## config.mk

```make
export PLATFORM = sky130hd
export DESIGN_NAME = axi_master_bridge
export DESIGN_NICKNAME = d
export VERILOG_FILES = /design/src/rtl/axi_master_bridge.sv
export SDC_FILE = /design/constraint.sdc
export NUM_CORES = 1
export LEC_CHECK = 0
export ABC_AREA = 1
export BUFFER_PORTS_ARGS = -buffer_cell sky130_fd_sc_hd__buf_2
export CORE_AREA = 3 3 179 181
export CTS_CLUSTER_SIZE = 30
export DETAILED_ROUTE_END_ITERATION = 7
export DIE_AREA = 0 0 182 184
export HOLD_SLACK_MARGIN = 0.05
export PLACE_DENSITY = 0.59
export RECOVER_POWER = 100
export SYNTH_ARGS = -nofsm -noshare
export SYNTH_HDL_FRONTEND = slang
export SYNTH_SLANG_ARGS = --single-unit
```

## constraint.sdc

```tcl
create_clock -name aclk -period 1.7 [get_ports aclk]
set_input_delay 0.51 -clock aclk [delete_from_list [all_inputs] [get_ports aclk]]
set_output_delay 0.51 -clock aclk [all_outputs]
set_load 0.01 [all_outputs]
```

## src/rtl/axi_master_bridge.sv

```systemverilog
`default_nettype none
// ============================================================================
// Module      : axi_master_bridge
// Description : Single-outstanding AXI4 master; read bursts and single-beat
//               writes from a simple request port, unified response port.
// Revision    : 1.0 - initial release
// ============================================================================
module axi_master_bridge #(
    parameter logic [3:0] AXI_ID = 4'd0
) (
    input  logic        aclk,
    input  logic        aresetn,
    // core request port
    input  logic        req_valid,
    output logic        req_ready,
    input  logic        req_write,
    input  logic [31:0] req_addr,
    input  logic [2:0]  req_size,
    input  logic [7:0]  req_len,
    input  logic [63:0] req_wdata,
    input  logic [7:0]  req_wstrb,
    // core response port
    output logic        resp_valid,
    input  logic        resp_ready,
    output logic [63:0] resp_rdata,
    output logic        resp_last,
    output logic        resp_err,
    // AXI read address
    output logic [31:0] araddr,
    output logic [3:0]  arid,
    output logic [7:0]  arlen,
    output logic [2:0]  arsize,
    output logic [1:0]  arburst,
    output logic        arvalid,
    input  logic        arready,
    output logic [1:0]  arlock,
    output logic [3:0]  arcache,
    output logic [2:0]  arprot,
    // AXI read data
    input  logic [3:0]  rid,
    input  logic [63:0] rdata,
    input  logic [1:0]  rresp,
    input  logic        rlast,
    input  logic        rvalid,
    output logic        rready,
    // AXI write address
    output logic [31:0] awaddr,
    output logic [3:0]  awid,
    output logic [7:0]  awlen,
    output logic [2:0]  awsize,
    output logic [1:0]  awburst,
    output logic        awvalid,
    input  logic        awready,
    output logic [1:0]  awlock,
    output logic [3:0]  awcache,
    output logic [2:0]  awprot,
    // AXI write data
    output logic [3:0]  wid,
    output logic [63:0] wdata,
    output logic [7:0]  wstrb,
    output logic        wlast,
    output logic        wvalid,
    input  logic        wready,
    // AXI write response
    input  logic [3:0]  bid,
    input  logic [1:0]  bresp,
    input  logic        bvalid,
    output logic        bready
);

    typedef enum logic [2:0] {
        S_IDLE = 3'd0,
        S_AR   = 3'd1,
        S_R    = 3'd2,
        S_AW_W = 3'd3,
        S_B    = 3'd4
    } state_t;

    localparam logic [1:0] c_burst_incr = 2'b01;

    state_t      r_state;
    logic        r_req_ready;
    logic [31:0] r_addr;
    logic [2:0]  r_size;
    logic [7:0]  r_len;
    logic [63:0] r_wdata;
    logic [7:0]  r_wstrb;
    logic [7:0]  r_beat_cnt;
    logic        r_arvalid;
    logic        r_awvalid;
    logic        r_wvalid;
    logic        r_aw_done;
    logic        r_w_done;

    logic w_r_hs;
    logic w_b_hs;
    logic w_aw_hs;
    logic w_w_hs;
    logic w_aw_done_nxt;
    logic w_w_done_nxt;

    assign w_r_hs        = (r_state == S_R) && rvalid && resp_ready;
    assign w_b_hs        = (r_state == S_B) && bvalid && resp_ready;
    assign w_aw_hs       = r_awvalid && awready;
    assign w_w_hs        = r_wvalid && wready;
    assign w_aw_done_nxt = r_aw_done || w_aw_hs;
    assign w_w_done_nxt  = r_w_done || w_w_hs;

    always_ff @(posedge aclk or negedge aresetn) begin
        if (!aresetn) begin
            r_state     <= S_IDLE;
            r_req_ready <= 1'b0;
            r_addr      <= '0;
            r_size      <= '0;
            r_len       <= '0;
            r_wdata     <= '0;
            r_wstrb     <= '0;
            r_beat_cnt  <= '0;
            r_arvalid   <= 1'b0;
            r_awvalid   <= 1'b0;
            r_wvalid    <= 1'b0;
            r_aw_done   <= 1'b0;
            r_w_done    <= 1'b0;
        end else begin
            case (r_state)
                S_IDLE: begin
                    r_req_ready <= 1'b1;
                    if (r_req_ready && req_valid) begin
                        r_req_ready <= 1'b0;
                        r_addr      <= req_addr;
                        r_size      <= req_size;
                        r_len       <= req_len;
                        r_wdata     <= req_wdata;
                        r_wstrb     <= req_wstrb;
                        r_beat_cnt  <= '0;
                        if (req_write) begin
                            r_awvalid <= 1'b1;
                            r_wvalid  <= 1'b1;
                            r_aw_done <= 1'b0;
                            r_w_done  <= 1'b0;
                            r_state   <= S_AW_W;
                        end else begin
                            r_arvalid <= 1'b1;
                            r_state   <= S_AR;
                        end
                    end
                end
                S_AR: begin
                    if (arready) begin
                        r_arvalid <= 1'b0;
                        r_state   <= S_R;
                    end
                end
                S_R: begin
                    if (w_r_hs) begin
                        // Saturate so overlong bursts keep being flagged.
                        if (r_beat_cnt != 8'hFF) begin
                            r_beat_cnt <= r_beat_cnt + 8'd1;
                        end
                        if (rlast) begin
                            r_req_ready <= 1'b1;
                            r_state     <= S_IDLE;
                        end
                    end
                end
                S_AW_W: begin
                    if (w_aw_hs) begin
                        r_awvalid <= 1'b0;
                    end
                    if (w_w_hs) begin
                        r_wvalid <= 1'b0;
                    end
                    r_aw_done <= w_aw_done_nxt;
                    r_w_done  <= w_w_done_nxt;
                    if (w_aw_done_nxt && w_w_done_nxt) begin
                        r_state <= S_B;
                    end
                end
                S_B: begin
                    if (w_b_hs) begin
                        r_req_ready <= 1'b1;
                        r_state     <= S_IDLE;
                    end
                end
                default: begin
                    r_state <= S_IDLE;
                end
            endcase
        end
    end

    assign req_ready = r_req_ready;

    assign araddr  = r_addr;
    assign arid    = AXI_ID;
    assign arlen   = r_len;
    assign arsize  = r_size;
    assign arburst = c_burst_incr;
    assign arvalid = r_arvalid;
    assign arlock  = 2'b00;
    assign arcache = 4'b0000;
    assign arprot  = 3'b000;

    assign awaddr  = r_addr;
    assign awid    = AXI_ID;
    assign awlen   = 8'd0;
    assign awsize  = r_size;
    assign awburst = c_burst_incr;
    assign awvalid = r_awvalid;
    assign awlock  = 2'b00;
    assign awcache = 4'b0000;
    assign awprot  = 3'b000;

    assign wid    = AXI_ID;
    assign wdata  = r_wdata;
    assign wstrb  = r_wstrb;
    assign wlast  = 1'b1;
    assign wvalid = r_wvalid;

    assign rready = (r_state == S_R) && resp_ready;
    assign bready = (r_state == S_B) && resp_ready;

    // Responses are pure pass-through from R or B; nothing is buffered.
    always_comb begin
        resp_valid = 1'b0;
        resp_rdata = rdata;
        resp_last  = 1'b0;
        resp_err   = 1'b0;
        if (r_state == S_R) begin
            resp_valid = rvalid;
            resp_last  = rlast;
            resp_err   = (rresp != 2'b00) || (rid != AXI_ID)
                       || (rlast && (r_beat_cnt != r_len));
        end else if (r_state == S_B) begin
            resp_valid = bvalid;
            resp_last  = 1'b1;
            resp_err   = (bresp != 2'b00) || (bid != AXI_ID);
        end
    end

endmodule
`default_nettype wire

```

==> reports/qor.csv, run 1 <==
stage,metric,value,unit
timing,hold_slack,0.281,ns
power_and_ir_drop,sw_frac_of_total,42.5,%
critical_path,start_kind,register,
timing,slew_headroom,35.7,%
critical_path,arrival,1.49,ns
power_and_ir_drop,powerDensity,1870,nW/µm²
floorplan,rows,64,
clock_network,clk_path_buf_depth,2,
place,portBuffers,296,
drt,wl,19500,µm
clock_network,clk_pin_slew,0.06,ns
place,routabilityCongestion,0.785,
timing,max_freq,500,MHz
drt,drc_errors,0,
timing,post-route-period-util,118,%
run,maxCapViolations,0,
clock_network,tritoncts,done,
status,outcome,finished with violations,
global_routing,grtUsageTotal,11.2,%
floorplan,die-area,33500,µm²
logic_synthesis,netlist.area_leader.share,49.2,%
drt,drtPass1Iterations,5,
place,dp_cells,1420,
critical_path,critPathMaxFanout,2,
logic_synthesis,synth_seq_cells,132,
timing,setup_ws,-0.301,ns
clock_network,numCtsBuffers,17,
global_routing,grt_max_degree,59,
finish,drive_above_1_share,22.5,%
logic_synthesis,synth_area,6710,µm²
power_and_ir_drop,p_switching,6.69,mW
timing,setup_viol_count_final,5,
timing,tightestPinTransition,0.964,ns
place,place_area,7830,µm²
drt,postRouteAntennaNets,0,
finish,final_cells,1464,
place,pre_cts_ws,-0.148,ns
logic_synthesis,ys_seq_area_share,49.2,%
global_routing,grt_pass1_vias,5582,
drt,via_per_inst,3.83,
critical_path,r2r_slack,0.02,ns
logic_synthesis,avgSynthCellArea,8.09,µm²
power_and_ir_drop,p_leak,4.50,nW
power_and_ir_drop,pwr-share-seq,35.5,%
floorplan,die_y,184,µm
logic_synthesis,synthTopCellsByArea,"dfrtp_1 (49%), nand2_1 (24%), buf_4 (17%), buf_6 (2.0%), nor2_1 (1.5%)",
drt,wl_per_cell,13.3,µm
power_and_ir_drop,clkPwrFrac,22.3,%
finish,fill_cells,3406,
floorplan,ios,468,
global_routing,grt_pass1_wl,29500,µm
timing,drv_slew,0,
logic_synthesis,yosysWarnings,0,
floorplan,start_util,21.9,%
clock_network,clk_latency,0.42,ns
clock_network,root_buffer,clkbuf_16,
clock_network,cts_sinks,132,
power_and_ir_drop,comb_power_share,42.2,%
logic_synthesis,synth_cells,830,
clock_network,cts_max_level,4,
drt,first_iter_violations,212,
finish,areaGrowthSynthToFinish,25.1,%
finish,fin_nets,1258,
timing,finalCriticalPeriod,2.00,ns
floorplan,core_area,30600,µm²
finish,design_area,8400,µm²
floorplan,chipWidth,182,µm
hold_path,min_path_type,primary input to register,
logic_synthesis,synth_cell_types,26,
global_routing,grt_antenna_before_repair,0,
timing,rsz0062_at_grt,true,
drt,vias,5607,
power_and_ir_drop,power.internal,9.04,mW
status,violations,setup timing,
finish,num_antenna_cells,0,
finish,utilization,27.5,%
logic_synthesis,synth_top_area_cell,dfrtp_1,
power_and_ir_drop,power,15.7,mW
critical_path,crit_type,register to primary output,
timing,final_hold_viol_count,0,
place,dp_hpwl,14600,µm
timing,setup_tns,-1.05,ns
critical_path,crit_path_end_kind,primary output,
power_and_ir_drop,vdd_drop_max,0.632,mV
timing,clock-skew-final,0.00793,ns
global_routing,grt_overflow,0,
critical_path,cp_data_required_time,1.19,ns
## critical path, stage by stage (launching register included)
cell	delay [ns]
dfrtp_1	0.41
xnor2_2	0.17
nand2_1	0.07
nor2_1	0.12
nand2_1	0.08
nand2_1	0.06
nand2_1	0.04
buf_2	0.13
## path summary, 6_finish.rpt
path | startpoint | end | cells after the start
worst min register to register | wdata[53] | wdata[53] | 2
worst min-delay path | req_wdata[30] | wdata[30] | 3
min in group asynchronous | aresetn | arsize[1] | 2
worst max-delay path | arlen[0] | resp_err | 7
worst max register to register | r_state[1] | araddr[7] | 10
max in group asynchronous | aresetn | r_beat_cnt[0] | 3
## metal layers
layer | GRT usage, % | share of wire, % | up-vias | wire length [µm]
met2 | 17.9 | 48 | 206 | 9300
met1 | 13.8 | 42 | 2590 | 8210
met3 | 3.60 | 7.6 | 39 | 1480
li1 | - | - | 2772 | -
met4 | 5.00 | 2.6 | 0 | 510
met5 | 0 | 0 | - | 0
## flip-flops by register name (all words and copies together), names as in the netlist
| signal | count |
|---|---|
| arlen | 8 |
| r_state | 3 |
| wstrb | 8 |
| awvalid | 1 |
| r_aw_done | 1 |
| wvalid | 1 |
| araddr | 32 |
| r_beat_cnt | 8 |
| arsize | 3 |
| r_w_done | 1 |
| arvalid | 1 |
| wdata | 64 |
| req_ready | 1 |
## final cells by class
cell class / count / area [µm²] / share of cell area [%]
clock buffer: 19 / 443 / 5.27
clock inverter: 13 / 110 / 1.31
inverter: 27 / 109 / 1.30
multi-input combinational: 544 / 2230 / 26.6
sequential: 132 / 3310 / 39.4
tap: 396 / 495 / 5.90
timing repair buffer: 333 / 1700 / 20.2
## synth_stat cells
cell	number
o21ai_0	7
buf_2	6
nand2_1	423
buf_4	148
a21oi_2	1
nand2_2	2
conb_1	2
inv_2	3
dfrtp_1	132
nor2_1	27
a21oi_1	5
or2_2	1
clkbuf_1	2
nor3_4	1
nand4_1	1
buf_6	12
nand3b_1	2
a22o_1	1
nor2_2	1
nand2_4	1
nand3_1	18
inv_1	24
ha_1	1
o21bai_1	1
nor3_1	1
xnor2_1	7
## kinds of logic (layout without fill, tap and decap cells)
family	count (synthesis)	count (layout)	synth area share, %
other cells	2	43	0.112
simple gates	478	478	27.7
flops	132	132	49.2
compound gates	15	15	1.27
xor+xnor	7	7	0.913
buf+inv	195	392	20.6
fa+ha+maj	1	1	0.186
## power by group through the flow
stage / clock (mW) / combinational (mW) / sequential [mW]
floorplan: 0 / 3.98 / 6.07
global placement: 0 / 6.69 / 5.53
detailed placement: 0 / 6.81 / 5.54
CTS: 3.66 / 6.98 / 5.54
global route: 3.77 / 7.52 / 5.79
finish: 3.50 / 6.64 / 5.58
## placed cells by master (no fill, tap or decap), drive strengths merged
cell type,count
a21oi,6
a22o,1
buf,174
bufinv,1
clkbuf,177
clkinv,6
clkinvlp,5
conb,43
dfrtp,132
dlygate4sd3,1
ha,1
inv,28
nand2,426
nand3,18
nand3b,2
nand4,1
nor2,28
nor3,2
o21ai,7
o21bai,1
or2,1
xnor2,7
## what timing repair did
action	CTS	global route
hold buffers	1	0
cloned	0	2
hold endpoints to repair	30	0
pin swaps	5	6
setup buffers	8	1
resized for setup	16	27
setup endpoints to repair	5	35
Note: power is estimated with default switching activity, not from simulation.
==> run 2: changes to the inputs <==
- CTS_CLUSTER_SIZE: 30 -> 16
- SKIP_LAST_GASP: default -> 1
==> run 2 against run 1 <==
  * The flow still finishes with violations (setup timing)
  * Utilization about the same
  * First-iteration DRC count fell by 5.7%
  * Setup slack better by 0.0078 ns
  * Via count up 0.29%
  * Flip-flop and latch count is the same
  * Sequential share of layout area barely moved
  * Power fell by 0.14%
  * Critical path type unchanged
  * Critical endpoint unchanged
==> reports/qor.csv, run 2 (synthesis gave the netlist of run 1 again) <==
stage,metric,value,unit,change
status,outcome,finished with violations,,
status,violations,setup timing,,
global_routing,grtUsageTotal,11.2,%,unchanged
critical_path,critical-path-top-delay-family,flip-flops,,
power_and_ir_drop,p_leak,4.50,nW,about the same
floorplan,die-area,33500,µm²,unchanged
finish,drive_above_1_share,22.3,%,-0.19 points
place,pre_cts_ws,-0.148,ns,unchanged
critical_path,arrival,1.48,ns,about the same
hold_path,hold_path_end,wdata[30],,
finish,areaGrowthSynthToFinish,25.0,%,
timing,clock-skew-final,0.00783,ns,-0.000107 ns
finish,final_cell_mix,"nand2_1 (420), clkbuf_1 (154), buf_2 (144)",,
run,maxCapViolations,0,,unchanged
critical_path,crit_type,register to primary output,,
power_and_ir_drop,power.internal,9.03,mW,-0.11%
drt,drtPass1Iterations,5,,unchanged
timing,rsz0062_at_grt,true,,
timing,post-route-period-util,117,%,-0.46 points
timing,max_freq,502,MHz,+0.39%
critical_path,r2r-end,araddr[7],,
global_routing,grt_use_met1,13.8,%,unchanged
drt,vias,5623,,+0.29%
floorplan,core_area,30600,µm²,unchanged
place,routabilityCongestion,0.785,,unchanged
floorplan,chipWidth,182,µm,unchanged
drt,drc_errors,0,,unchanged
floorplan,ios,468,,unchanged
clock_network,root_buffer,clkbuf_16,,
global_routing,grt_overflow,0,,unchanged
drt,wl,19500,µm,about the same
critical_path,critPathMaxStageDelay,0.41,ns,about the same
finish,multi_input_area,2230,µm²,-0.28%
finish,regArea,3310,µm²,unchanged
clock_network,clk_path_buf_depth,2,,unchanged
finish,fill_cells,3406,,unchanged
timing,drv_slew,0,,unchanged
global_routing,busiest_layer,met2,,
critical_path,start_kind,register,,
floorplan,start_util,21.9,%,unchanged
drt,wl_per_cell,13.3,µm,about the same
timing,tightestPinTransition,0.960,ns,-0.00410 ns
power_and_ir_drop,p_switching,6.67,mW,-0.17%
place,portBuffers,296,,unchanged
floorplan,rows,64,,unchanged
clock_network,cts_sinks,132,,unchanged
clock_network,tritoncts,done,,
timing,hold_slack,0.281,ns,-0.000143 ns
finish,utilization,27.4,%,-0.029 points
global_routing,grt_antenna_before_repair,0,,unchanged
power_and_ir_drop,pwr-share-seq,35.5,%,about the same
timing,final_hold_viol_count,0,,unchanged
power_and_ir_drop,sw_frac_of_total,42.5,%,about the same
global_routing,grt_max_degree,59,,unchanged
critical_path,critPathMaxFanout,2,,unchanged
critical_path,startpoint,arlen[0],,
critical_path,r2r_slack,0.03,ns,about the same
finish,num_antenna_cells,0,,unchanged
drt,first_iter_violations,200,,-5.7%
place,place_area,7830,µm²,unchanged
global_routing,grt_pass1_vias,5582,,unchanged
global_routing,grtUsageMet2,17.9,%,unchanged
timing,setup_viol_count_final,5,,unchanged
clock_network,cts_max_level,4,,unchanged
hold_path,hold_start,req_wdata[30],,
clock_network,clk_latency,0.42,ns,about the same
finish,fin_nets,1258,,unchanged
critical_path,crit_path_frequent_cell,nand2_1,,
drt,postRouteAntennaNets,0,,unchanged
drt,via_per_inst,3.84,,+0.29%
critical_path,cp_cell_sequence,xnor2_2 > nand2_1 > nor2_1 > nand2_1 > nand2_1 > nand2_1 > buf_2,,
place,dp_hpwl,14600,µm,unchanged
critical_path,critPathBufInv,1,,unchanged
power_and_ir_drop,vdd_drop_max,0.632,mV,about the same
critical_path,crit_path_end_kind,primary output,,
clock_network,numCtsBuffers,17,,unchanged
critical_path,cp_data_required_time,1.19,ns,about the same
timing,slew_headroom,36.0,%,+0.27 points
global_routing,grt_pass1_wl,29500,µm,unchanged
timing,setup_tns,-1.05,ns,+0.00506 ns
critical_path,cp_slowest_cell,dfrtp_1,,
timing,finalCriticalPeriod,1.99,ns,-0.00778 ns
hold_path,min_path_cells,3,,unchanged
power_and_ir_drop,powerDensity,1870,nW/µm²,about the same
timing,setup_ws,-0.293,ns,+0.00778 ns
power_and_ir_drop,comb_power_share,42.1,%,about the same
critical_path,ff2ff_path_depth,10,,unchanged
global_routing,grt_util_met3,3.60,%,unchanged
hold_path,min_path_type,primary input to register,,
finish,largest_reg_flops,64,,unchanged
floorplan,die_y,184,µm,unchanged
finish,design_area,8390,µm²,-0.10%
power_and_ir_drop,power,15.7,mW,-0.14%
clock_network,clk_pin_slew,0.06,ns,about the same
critical_path,timing.rr.start,r_state[1],,
finish,final_cells,1464,,unchanged
place,dp_cells,1420,,unchanged
power_and_ir_drop,clkPwrFrac,22.3,%,about the same
finish,layout_commonest_cell,nand2_1,,
[run 2: worst max-delay path by stage]
| stage | slack (ns) | to | depth (start not counted) |
|---|---|---|---|
| floorplan | 0.08 | resp_last | 4 |
| global placement | -0.18 | resp_err | 7 |
| detailed placement | -0.15 | resp_err | 7 |
| CTS | -0.33 | resp_err | 7 |
| global route | -0.41 | resp_err | 7 |
| finish | -0.29 | resp_err | 7 |
[run 2: final cells by class]
type,count,share of cell area [%]
clock buffers,19,5.28
clock inverters,13,1.31
inverters,27,1.30
multi-input cells,544,26.6
flip-flops and latches,132,39.4
well taps,396,5.91
repair buffers,333,20.2
[run 2: tightest hold or removal path, cell delays in order]
cell and delay, ns:
buf_2 0.07, nand2_1 0.04, nand2_1 0.04
[run 2: timing repair]
| action | 4_1_cts | 5_1_grt |
|---|---|---|
| endpoints found under the setup margin | 5 | 35 |
| buffers inserted | 8 | 1 |
| gates cloned | 0 | 2 |
| gates resized for setup | 16 | 24 |
| endpoints found under the hold margin | 30 | 0 |
| pin swaps | 5 | 6 |
| hold buffers | 1 | 0 |
[run 2: per-layer routing]
layer | wire length, µm | part of all wire (%)
met5 | 0 | 0
met4 | 510 | 2.6
met3 | 1590 | 8.2
met2 | 9300 | 48
met1 | 8100 | 42
[run 2: power groups by stage]
stage	logic (mW)	registers [mW]	clock network, mW
final	6.62	5.58	3.51
after detailed placement	6.81	5.54	0
after global placement	6.69	5.53	0
after CTS	6.98	5.54	3.66
after floorplan	3.98	6.07	0
after global routing	7.50	5.79	3.77
